## src/rtl/dec_op_pkg.sv

```systemverilog
// -----------------------------------------------------------------------------
// dec_op_pkg
// Shared definitions for the decoded operation selector (dec_op_if).
//   - Operation select codes, which are also the result lane indices.
//   - Operand and result widths.
//   - res_bank_t: one result byte per lane, with lane i at index i.
// -----------------------------------------------------------------------------
package dec_op_pkg;

  localparam logic [1:0] OP_ADD = 2'b00;
  localparam logic [1:0] OP_SUB = 2'b01;
  localparam logic [1:0] OP_MUL = 2'b10;
  localparam logic [1:0] OP_CAT = 2'b11;

  localparam int OPW   = 4;
  localparam int RESW  = 8;
  localparam int NLANE = 4;

  typedef logic [NLANE-1:0][RESW-1:0] res_bank_t;

  // Zero-extend an operand to the result width.
  function automatic logic [RESW-1:0] widen(input logic [OPW-1:0] v);
    return {{(RESW-OPW){1'b0}}, v};
  endfunction

endpackage : dec_op_pkg

```

## src/rtl/dec2to4.sv

```systemverilog
// -----------------------------------------------------------------------------
// dec2to4
// Combinational 2-to-4 decoder with an enable input.
// Ports:
//   EN  in  1  1 = drive the one-hot output, 0 = all outputs low
//   D   in  2  binary select
//   Y   out 4  one-hot decode of D (Y[D] = 1), or all zeros when EN = 0
// -----------------------------------------------------------------------------
module dec2to4 (
  input  logic       EN,
  input  logic [1:0] D,
  output logic [3:0] Y
);

  assign Y = EN ? (4'b0001 << D) : 4'b0000;

endmodule : dec2to4

```

## src/rtl/dec_op_if.sv

```systemverilog
// -----------------------------------------------------------------------------
// dec_op_if
// Operation selector. DEC is decoded to a one-hot lane select. Only the
// selected lane is loaded with its result; every other lane is loaded with
// zero. All outputs are registered, with a latency of one clock.
// Ports:
//   CLK     in   1  rising-edge clock
//   RST     in   1  synchronous, active-high reset; clears all lanes
//   A       in   4  operand A, unsigned
//   B       in   4  operand B, unsigned
//   DEC     in   2  operation select (OP_ADD / OP_SUB / OP_MUL / OP_CAT)
//   ENABLE  in   1  1 = execute the selected operation, 0 = all lanes load 0
//   op0     out  8  lane 0: A + B
//   op1     out  8  lane 1: A - B, modulo 256
//   op2     out  8  lane 2: A * B, unsigned
//   op3     out  8  lane 3: {A, B}
// -----------------------------------------------------------------------------
module dec_op_if
  import dec_op_pkg::*;
(
  input  logic            CLK,
  input  logic            RST,
  input  logic [OPW-1:0]  A,
  input  logic [OPW-1:0]  B,
  input  logic [1:0]      DEC,
  input  logic            ENABLE,
  output logic [RESW-1:0] op0,
  output logic [RESW-1:0] op1,
  output logic [RESW-1:0] op2,
  output logic [RESW-1:0] op3
);

  logic [NLANE-1:0] sel;
  logic [RESW-1:0]  a_w, b_w;
  res_bank_t        op_d, op_q;

  // ENABLE is folded into the decoder, so a disabled block selects no lane.
  dec2to4 u_dec2to4 (
    .EN (ENABLE),
    .D  (DEC),
    .Y  (sel)
  );

  assign a_w = widen(A);
  assign b_w = widen(B);

  // NOTE: op_d is fully assigned before any lane is conditionally overwritten,
  // so no path leaves it unassigned and no latch is inferred.
  always_comb begin
    op_d = '0;
    if (sel[OP_ADD]) op_d[OP_ADD] = a_w + b_w;
    // The 8-bit subtraction wraps, giving the two's complement result for A < B.
    if (sel[OP_SUB]) op_d[OP_SUB] = a_w - b_w;
    // The product of two 4-bit values is at most 225, so 8 bits are enough.
    if (sel[OP_MUL]) op_d[OP_MUL] = a_w * b_w;
    if (sel[OP_CAT]) op_d[OP_CAT] = {A, B};
  end

  // NOTE: Register state is updated with non-blocking assignments only, so
  // every flop samples values from before the edge.
  always_ff @(posedge CLK) begin
    if (RST) begin
      op_q <= '0;
    end else begin
      op_q <= op_d;
    end
  end

  assign op0 = op_q[OP_ADD];
  assign op1 = op_q[OP_SUB];
  assign op2 = op_q[OP_MUL];
  assign op3 = op_q[OP_CAT];

endmodule : dec_op_if

```

## config.mk

```make
export PLATFORM = sky130hd
export DESIGN_NAME = dec_op_if
export DESIGN_NICKNAME = d
export VERILOG_FILES = /design/src/rtl/dec_op_pkg.sv /design/src/rtl/dec2to4.sv /design/src/rtl/dec_op_if.sv
export SDC_FILE = /design/constraint.sdc
export NUM_CORES = 1
export LEC_CHECK = 0
export CORE_UTILIZATION = 46
export DETAILED_ROUTE_END_ITERATION = 6
export PLACE_DENSITY_LB_ADDON = 0.05
export SKIP_CTS_REPAIR_TIMING = 1
export SYNTH_ARGS = -nofsm -noshare
export SYNTH_HDL_FRONTEND = slang
export SYNTH_SLANG_ARGS = --single-unit
```

## constraint.sdc

```tcl
create_clock -name CLK -period 3.59 [get_ports CLK]
set_input_delay 1.077 -clock CLK [delete_from_list [all_inputs] [get_ports CLK]]
set_output_delay 1.077 -clock CLK [all_outputs]
set_load 0.03 [all_outputs]
```

==> impl_metrics.toml <==
[synth]
syn_avg_cell_area_um2 = 9.975
ys_seq_elements = 26
async_reset_ff_share_pct = 0
syn_inst = 144
synthMuxAreaShare_pct = 0.7840
yosys.area_share.adder_pct = 25.78
yosys.area_share.simple_pct = 22.21
synthXorXnorAreaFrac_pct = 1.829
ys_types = 31
synth_top_flop_cell = "dfxtp_1"
yosysWarnings = 0
synth_top_family_by_area = "adder cells"
seq_area_frac_synth_pct = 36.24
synth.cell_area_um2 = 1436
synth_edf_count = 0
synth_compound_area_share_pct = 6.882

[detailed_routing]
drc = 7
avgViaCountPerCell = 5.039
drt_first_iter_violations = 22
dr.pass1.iters = 6
drtAntennaViolNets = 0
vias = 1174
routed_wl_um = 2995
wire_per_inst_um = 12.85

[power]
leakagePower_nw = 0.9318
powerDensity_nw_per_um2 = 327.1
clkPwrFrac_pct = 30.0
seqPwrFrac_pct = 44.4
peakVddDrop_uv = 171.0
combPwrFrac_pct = 25.6
swShare_pct = 26.46
p_sw_mw = 0.1765
internal_power_mw = 0.4906

[setup_path]
worst_setup_path_end_kind = "flop"
start_kind = "input port"
crit_top_cell = "fa_1"
cp_data_arrival_time_ns = 3.68
slowest_stage = "fa_1"
critical_path_class = "input port to flop"
max_stage_delay_ns = 0.55
cp.required_ns = 3.81
critPathTopFamily = "adder cells"
cp_max_fo = 2
crit_buf_inv = 2
crit_chain = "clkdlybuf4s50_1 -> nand2_1 -> fa_1 -> inv_1 -> fa_1 -> fa_2 -> a21o_1 -> a21oi_1 -> xor2_1 -> nor2_1"

[floorplan]
fp-row-count = 19
die_y_um = 57.88
core-area_um2 = 2853
die_area_um2 = 3350
start_util_pct = 50.35
die_x_um = 57.88
ios = 45

[timing]
setup_viol = 0
hold_ws_ns = 1.483
final_max_slew_viol_count = 0
finalHoldViolations = 0
period_needed_ns = 3.465
fmax_mhz = 288.6
rsz0062_at_grt = "no"
period_share_pct = 96.52

[layout]
nNetsFinal = 242
finish.utilization_pct = 71.49
num_antenna_cells = 0
area_growth_pct = 41.99
fin_area_um2 = 2039
drive_above_1_share_pct = 13.86

[run]
drv_cap = 0

[clock_network]
clock_path_buffers = 2
cts_tree = "yes"
root_buffer = "clkbuf_4"
cts_max_level = 1
clock_sinks = 26
clk_pin_slew_ns = 0.13
cts_buffers = 3

[min_path]
min_path_type = "input port to flop"

[placement]
dpl.hpwl_um = 2498
postPlaceCellArea_um2 = 1979
place.gp.congestion = 0.8776
place.port_buffers = 41

[status]
outcome = "complete, but fails checks"
violations = "design-rule violations"

[grt]
grt_first_pass_wirelength_um = 5188
grt_overflow = 0
grt_pass1_vias = 1219
grt_max_degree = 16
grt_usage_pct = 20.12
antenna_found_initial = 0
[metrics by stage]
step	cells	setup WS (ns)	power, mW	setup TNS, ns
finish	233	0.1249	0.6671	0
global route	233	0.03596	0.7034	0
CTS	233	0.02268	0.6751	0
detailed placement	229	-0.3120	0.4710	-0.7830
global placement	229	-0.2935	0.4677	-0.7235
floorplan	146	0.2729	0.4040	0
[metal layers]
layer / part of all wire, % / vias to the layer above / track usage (%)
met3: 5.7 / 5 / 2.902
li1: - / 587 / -
met1: 46 / 540 / 24.89
met4: 1.3 / 0 / 6.463
met5: 0 / - / 0
met2: 47 / 42 / 35.96
[path summary, 6_finish.rpt]
check,startpoint,to,cells after the start
setup / recovery,B[3],op2[6]$_SDFF_PP0_,10
hold / removal,A[0],op3[4]$_SDFF_PP0_,3
[cells by family after synthesis]
| family | count (synthesis) |
|---|---|
| other | 1 |
| adder cells (fa/ha/maj) | 26 |
| AND/OR/NAND/NOR | 55 |
| multiplexers | 1 |
| buffers and inverters | 17 |
| flip-flops | 26 |
| AO/OA/AOI/OAI | 15 |
| XOR/XNOR | 3 |
[power by group through the flow]
stage	clock network (mW)	logic [mW]	registers, mW
finish	0.200	0.171	0.296
global route	0.217	0.190	0.297
CTS	0.208	0.171	0.296
detailed placement	0	0.168	0.303
global placement	0	0.165	0.302
floorplan	0	0.0892	0.315
[cells in the final DEF (no fill, tap or decap), types with 3 or more instances in the layout]
cell type	netlist	layout
a21oi_1	4	4
fa_1	6	5
clkdlybuf4s50_1	0	41
nand2_1	3	3
ha_1	20	20
inv_1	10	10
nor2b_1	3	3
buf_4	6	18
conb_1	1	3
nor3_1	5	5
and2_1	17	17
clkbuf_4	0	3
nor2_1	18	18
dfxtp_1	26	26
[cell usage after synthesis (2+ instances only)]
master    instances  share of area, %
a211oi_1          2               1.0
a21o_1            2               1.0
a21oi_1           4               1.4
and2_1           17               7.4
buf_4             6               3.1
dfxtp_1          26                36
fa_1              6               8.4
ha_1             20                17
inv_1            10               2.6
nand2_1           3              0.78
nor2_1           18               4.7
nor2b_1           3               1.3
nor3_1            5               1.7
o21a_1            2               1.0
o21bai_1          2               1.0
or4b_1            2               1.4
xnor2_1           2               1.2
[layout make-up]
| type | count | area, um2 |
|---|---|---|
| multi-input combinational | 103 | 844.6 |
| clock inverter | 1 | 30.03 |
| tap | 31 | 38.79 |
| timing repair buffer | 59 | 545.5 |
| fill | 227 | 813.3 |
| inverter | 10 | 37.54 |
| sequential | 26 | 520.5 |
| clock buffer | 3 | 22.52 |
[sequential cells by signal (all words and copies together), names as in the netlist]
| name | count |
|---|---|
| op2 | 8 |
| op0 | 5 |
| op1 | 5 |
| op3 | 8 |
Power figures use the tool's default switching activity.
